$ cat config.mk
export PLATFORM = sky130hd
export DESIGN_NAME = core_bus_avalon
export DESIGN_NICKNAME = d
export VERILOG_FILES = /design/src/rtl/core_bus_avalon.sv
export SDC_FILE = /design/constraint.sdc
export NUM_CORES = 1
export LEC_CHECK = 0
export ABC_AREA = 1
export BUFFER_PORTS_ARGS = -buffer_cell sky130_fd_sc_hd__buf_2
export CAP_MARGIN = 20
export CORE_AREA = 2 2 102 104
export DETAILED_ROUTE_END_ITERATION = 16
export DIE_AREA = 0 0 104 106
export GPL_ROUTABILITY_DRIVEN = 0
export HOLD_SLACK_MARGIN = 0.15
export PLACE_DENSITY = 0.84
export SYNTH_ARGS = -nofsm -noshare
export SYNTH_HDL_FRONTEND = slang
export SYNTH_SLANG_ARGS = --single-unit
$ cat constraint.sdc
create_clock -name clk -period 4.2 [get_ports clk]
set_clock_uncertainty 0.15 [all_clocks]
set_input_delay 0 -clock clk [delete_from_list [all_inputs] [get_ports clk]]
set_output_delay 0 -clock clk [all_outputs]
set_load 0.05 [all_outputs]
$ cat src/rtl/core_bus_avalon.sv
// core_bus_avalon: bridges a single-outstanding core request/ready bus onto an
// Avalon-MM master port, with an optional outstanding-transaction timeout.
//
// state | meaning
// IDLE  | no transaction; a bus_start is accepted here
// ISSUE | avl_read/avl_write driven, waiting for waitrequest to drop
// RESP  | read accepted, waiting for readdatavalid
// DONE  | one-cycle bus_ready pulse (data or timeout completion)
module core_bus_avalon #(
  parameter int unsigned TIMEOUT = 255
) (
  input  logic        clk,
  input  logic        rst,
  input  logic [29:0] bus_addr,
  input  logic        bus_start,
  input  logic        bus_write,
  input  logic [31:0] bus_data_wr,
  input  logic [3:0]  bus_data_be,
  output logic        bus_ready,
  output logic [31:0] bus_data_rd,
  output logic        bus_timeout,
  output logic        protocol_err,
  output logic [31:0] avl_address,
  output logic        avl_read,
  output logic        avl_write,
  output logic [31:0] avl_writedata,
  output logic [3:0]  avl_byteenable,
  input  logic        avl_waitrequest,
  input  logic        avl_readdatavalid,
  input  logic [31:0] avl_readdata
);

  typedef enum logic [1:0] {IDLE, ISSUE, RESP, DONE} state_t;

  // Timeout fires in the cycle the counter reaches TIMEOUT-1.
  localparam bit          TO_EN   = (TIMEOUT != 0);
  localparam logic [15:0] TO_LAST = TO_EN ? 16'(TIMEOUT - 1) : 16'd0;

  state_t      state_q, state_d;
  logic [29:0] addr_q, addr_d;
  logic        write_q, write_d;
  logic [31:0] wdata_q, wdata_d;
  logic [3:0]  be_q, be_d;
  logic [31:0] rdata_q, rdata_d;
  logic [15:0] cnt_q, cnt_d;
  logic        timeout_q, timeout_d;
  logic        perr_q, perr_d;

  logic [15:0] cnt_sat;
  logic        to_hit;

  assign cnt_sat = (cnt_q == 16'hFFFF) ? cnt_q : cnt_q + 16'd1;
  assign to_hit  = TO_EN && (cnt_q == TO_LAST);

  // Next-state, request latching, timeout counting and protocol-error detection.
  always_comb begin
    state_d   = state_q;
    addr_d    = addr_q;
    write_d   = write_q;
    wdata_d   = wdata_q;
    be_d      = be_q;
    rdata_d   = rdata_q;
    cnt_d     = cnt_q;
    timeout_d = timeout_q;
    perr_d    = perr_q;

    if (bus_start && (state_q != IDLE)) begin
      perr_d = 1'b1;
    end

    case (state_q)
      IDLE: begin
        if (bus_start) begin
          addr_d    = bus_addr;
          write_d   = bus_write;
          wdata_d   = bus_data_wr;
          be_d      = bus_data_be;
          rdata_d   = '0;
          timeout_d = 1'b0;
          cnt_d     = '0;
          state_d   = ISSUE;
        end
      end
      ISSUE: begin
        cnt_d = cnt_sat;
        // Acceptance takes priority over a coincident timeout.
        if (!avl_waitrequest) begin
          state_d = write_q ? DONE : RESP;
        end else if (to_hit) begin
          timeout_d = 1'b1;
          state_d   = DONE;
        end
      end
      RESP: begin
        cnt_d = cnt_sat;
        if (avl_readdatavalid) begin
          rdata_d = avl_readdata;
          state_d = DONE;
        end else if (to_hit) begin
          timeout_d = 1'b1;
          state_d   = DONE;
        end
      end
      DONE: begin
        state_d = IDLE;
      end
      default: begin
        state_d = IDLE;
      end
    endcase
  end

  // State and datapath registers with synchronous active-high reset.
  always_ff @(posedge clk) begin
    if (rst) begin
      state_q   <= IDLE;
      addr_q    <= '0;
      write_q   <= 1'b0;
      wdata_q   <= '0;
      be_q      <= '0;
      rdata_q   <= '0;
      cnt_q     <= '0;
      timeout_q <= 1'b0;
      perr_q    <= 1'b0;
    end else begin
      state_q   <= state_d;
      addr_q    <= addr_d;
      write_q   <= write_d;
      wdata_q   <= wdata_d;
      be_q      <= be_d;
      rdata_q   <= rdata_d;
      cnt_q     <= cnt_d;
      timeout_q <= timeout_d;
      perr_q    <= perr_d;
    end
  end

  // rdata_q is cleared at request start, so write and timeout completions return 0.
  assign bus_ready      = (state_q == DONE);
  assign bus_timeout    = (state_q == DONE) && timeout_q;
  assign bus_data_rd    = (state_q == DONE) ? rdata_q : 32'h0;
  assign protocol_err   = perr_q;
  assign avl_address    = {addr_q, 2'b00};
  assign avl_read       = (state_q == ISSUE) && !write_q;
  assign avl_write      = (state_q == ISSUE) && write_q;
  assign avl_writedata  = wdata_q;
  assign avl_byteenable = be_q;

endmodule

==> flow_metrics.tcl, run 1 <==
set metrics [dict create \
    synthArstFlopShare 0 \
    ys_seq_area_frac 0.4706 \
    port_buffers 206 \
    die_width_um 104 \
    core.rowCount 37 \
    firstError "[ERROR RSZ-0060] Max buffer count reached." \
    htree_levels 4 \
    syn_area_um2 5062 \
    synth.avg_cell_area_um2 7.002 \
    ys_types 30 \
    dp_hpwl_um 8938 \
    cts_num_sinks 119 \
    ios 209 \
    synthCells 723 \
    cts_root_buffer "clkbuf_8" \
    post-place-cells 1027 \
    synth_edf_count 0 \
    fp.dieH_um 106 \
    cts_buffers 17 \
    outcome "did not finish" \
    stop_stage "clock tree synthesis" \
    clockBufferDepth 2 \
    ys_ff_latch 119 \
    synth-main-ff-cell "dfxtp_1" \
    post_cts_buffers 0 \
    yosysWarnings 0 \
    cts_hold_buffers 214 \
    postCtsResizedCells 0 \
    initial_core_util 0.5063 \
]
==> synth_stat cells, types with 2 or more instances <==
| library cell | n | area share |
|---|---|---|
| nand3_1 | 45 | 0.044 |
| buf_1 | 4 | 0.0030 |
| inv_2 | 6 | 0.0044 |
| clkbuf_1 | 23 | 0.017 |
| dfxtp_1 | 119 | 0.47 |
| xor2_1 | 2 | 0.0035 |
| buf_4 | 6 | 0.0089 |
| o21ai_0 | 72 | 0.071 |
| nand4_1 | 3 | 0.0037 |
| nor2_4 | 2 | 0.0044 |
| a21oi_1 | 46 | 0.045 |
| nand2_1 | 117 | 0.087 |
| nor2_1 | 174 | 0.13 |
| buf_2 | 9 | 0.0089 |
| nor2_2 | 5 | 0.0062 |
| nand2_2 | 3 | 0.0037 |
| inv_1 | 61 | 0.045 |
| o21ai_1 | 9 | 0.0089 |
| ha_1 | 6 | 0.015 |
==> through the flow <==
stage                     hold WS (ns)  utilization  setup WS [ns]  instance area, um2
after detailed placement       0.09452       0.6095          1.777                6095
after floorplan              -0.005305            -          2.317                5066
after global placement         0.08611       0.6095          1.857                6095
==> logic make-up after synthesis <==
logic type / after synthesis / share of synthesized area
AND/OR/NAND/NOR: 352 / 0.2857
AO/OA/AOI/OAI: 132 / 0.1332
flip-flops: 119 / 0.4706
buffers and inverters: 110 / 0.08972
adder cells (fa/ha/maj): 6 / 0.01483
XOR/XNOR: 3 / 0.005191
other: 1 / 0.0007408
==> run 2: changes to the inputs <==
--- a/config.mk
+++ b/config.mk
@@ -8,12 +8,11 @@
 export ABC_AREA = 1
 export BUFFER_PORTS_ARGS = -buffer_cell sky130_fd_sc_hd__buf_2
 export CAP_MARGIN = 20
-export CORE_AREA = 2 2 102 104
+export CORE_AREA = 2 2 120 122
 export DETAILED_ROUTE_END_ITERATION = 16
-export DIE_AREA = 0 0 104 106
+export DIE_AREA = 0 0 122 124
 export GPL_ROUTABILITY_DRIVEN = 0
-export HOLD_SLACK_MARGIN = 0.15
-export PLACE_DENSITY = 0.84
+export PLACE_DENSITY_LB_ADDON = 0.15
 export SYNTH_ARGS = -nofsm -noshare
 export SYNTH_HDL_FRONTEND = slang
 export SYNTH_SLANG_ARGS = --single-unit
==> run 2 against run 1 <==
The run now ends clean. Synthesized area unchanged. Synthesized cell count stayed put.
==> flow_metrics.tcl, run 2 <==
set metrics [dict create \
    outcome "completed" \
    finalHoldViolations 0 \
    dp_hpwl_um 9436 \
    core.rowCount 43 \
    power_density_nw_per_um2 439.5 \
    ys_ff_latch 119 \
    drt_iter0_markers 341 \
    cts_num_sinks 119 \
    ios 209 \
    synthArstFlopShare 0 \
    worst_ep_required_time_ns 4.41 \
    end_kind "register" \
    ys_types 30 \
    finalWorstSetupSlack_ns 1.078 \
    tightest_slew_ns 0.9398 \
    crit_type "register to register" \
    ys_seq_area_frac 0.4706 \
    regToRegStartpoint "state_q[0]" \
    max_freq_mhz 320.3 \
    hp-class "input port to register" \
    postCtsResizedCells 0 \
    slew_headroom 0.3728 \
    core-area_um2 13720 \
    grt_pass1_vias 5460 \
    synth-main-ff-cell "dfxtp_1" \
    arrival_ns 3.33 \
    yosysTopAreaCell "dfxtp_1" \
    path_buf_inv 5 \
    drc 0 \
    grt_pass1_wl_um 25080 \
    die_width_um 122 \
    min_period_over_period 0.7433 \
    cp-start-kind "register" \
    die_area_um2 15130 \
    htree_levels 4 \
    clkTransAtPathRegs_ns 0.06 \
    cp_cell_sequence "inv_1 > ha_1 > inv_2 > nor2_1 > inv_1 > nand2_2 > inv_2 > nand3_1 > a21oi_1 > dlygate4sd3_1" \
    final_nets 1151 \
    antennaDiodeCount 0 \
    holdCritStartpoint "bus_data_be[3]" \
    setup_viol 0 \
    drive_above_1_share 0.2505 \
    post_cts_buffers 0 \
    crit_family "buffers and inverters" \
    vdd_drop_max_mv 0.3257 \
    antenna_found_initial 0 \
    cts_buffers 17 \
    rrSetupSlack_ns 1.08 \
    initial_core_util 0.3690 \
    synth.avg_cell_area_um2 7.002 \
    syn_area_um2 5062 \
    synth_edf_count 0 \
    final_max_slew_viol_count 0 \
    hold_end "avl_byteenable[3]" \
    synthCells 723 \
    num-fill-cells 1277 \
    clockBufferDepth 2 \
    cap_violations 0 \
    rr_worst_depth 10 \
    place_ws_ns 1.740 \
    syn_to_final_growth_pct 60.55 \
    grtUsageTotal 0.2087 \
    cts_tree "yes" \
    tns_ns 0 \
    vias 5629 \
    drt-pass1-iter-count 4 \
    clk_latency_ns 0.41 \
    grt_max_degree 69 \
    layout_commonest_cell "buf_2" \
    drt-total-wl_um 15830 \
    cts_hold_buffers 129 \
    cpPeakStageDelay_ns 0.62 \
    synth_area_leaders "dfxtp_1 47%, nor2_1 13%, nand2_1 8.7%, o21ai_0 7.1%, a21oi_1 4.5%" \
    netlist.area_leader.share 0.4706 \
    yosysMostFrequentCell "nor2_1" \
    leakage_nw 4.016 \
    vias_per_cell 4.562 \
    wl_per_cell_um 12.83 \
    port_buffers 206 \
    hold_depth 4 \
    path_max_fanout 33 \
    grt_setup_unrepaired "false" \
    reg2reg_to "rdata_q[25]" \
    cts_root_buffer "clkbuf_16" \
    ys_top_cells_by_count "174 x nor2_1, 119 x dfxtp_1, 117 x nand2_1" \
    overflow 0 \
    yosysWarnings 0 \
    critPathSlowestCell "inv_2" \
    layout_common_cells "206 x buf_2, 174 x nor2_1, 129 x dlygate4sd3_1, 119 x dfxtp_1, 117 x nand2_1" \
    fp.dieH_um 124 \
    fin_crit_ns 3.122 \
    ant_nets 0 \
]
[run 2: cell counts after synthesis]
Identical to the previous run, type by type.
[run 2: how the worst max path moves through the flow]
stage / start / to / slack [ns] / depth (start not counted)
5_1_grt: state_q[0] / rdata_q[23] / 0.81 / 10
3_3_place_gp: state_q[0] / rdata_q[14] / 1.81 / 9
6_report: state_q[0] / rdata_q[25] / 1.08 / 10
4_1_cts: state_q[0] / rdata_q[27] / 1.19 / 10
3_5_place_dp: state_q[0] / rdata_q[14] / 1.74 / 9
2_1_floorplan: state_q[0] / bus_data_rd[10] / 2.32 / 5
[run 2: through the flow]
stage	power, mW	cells	hold WS (ns)	area [um2]	utilization
floorplan	1.714	724	-0.005305	5066	-
global placement	1.872	1073	0.08612	6165	0.4493
detailed placement	1.872	1073	0.09556	6165	0.4493
CTS	3.599	1234	0.1969	8128	0.5924
global route	3.727	1234	0.2163	8128	0.5924
finish	3.572	1234	0.2161	8128	0.5924
[run 2: worst min-delay path, cell delays in order]
cell	delay, ns
dlygate4sd3_1	0.51
buf_2	0.09
o21ai_0	0.07
nor2_1	0.08
[run 2: logic make-up (layout without fill, tap and decap cells)]
family	after synthesis	in the layout	share of synthesized area
and+or+nand+nor	352	352	0.2857
AOI/OAI and AO/OA	132	132	0.1332
DFF	119	119	0.4706
buffers and inverters	110	440	0.08972
adders and majority gates	6	6	0.01483
xor gates and xnor gates	3	3	0.005191
other	1	2	0.0007408
[run 2: per-layer routing]
| metal | track usage | part of all wire |
|---|---|---|
| met1 | 0.2391 | 0.43 |
| met2 | 0.3495 | 0.47 |
| met3 | 0.08883 | 0.081 |
| met4 | 0.07328 | 0.018 |
| met5 | 0 | 0 |
[run 2: area by class of cell]
cell class | count | area (um2) | share of cell area
Sequential cell | 119 | 2382 | 0.2931
Timing Repair Buffer | 341 | 2367 | 0.2913
Multi-Input combinational cell | 495 | 2230 | 0.2743
Clock buffer | 21 | 480.5 | 0.05911
Inverter | 67 | 251.5 | 0.03094
Tap cell | 180 | 225.2 | 0.02771
Clock inverter | 11 | 191.4 | 0.02355
[run 2: report_power, final]
part	internal [mW]	switching (mW)	leakage [nW]
sequential	1.20	0.0376	0.975
combinational	0.211	0.480	2.71
clock	1.12	0.524	0.334
(Power assumes the default switching activity.)
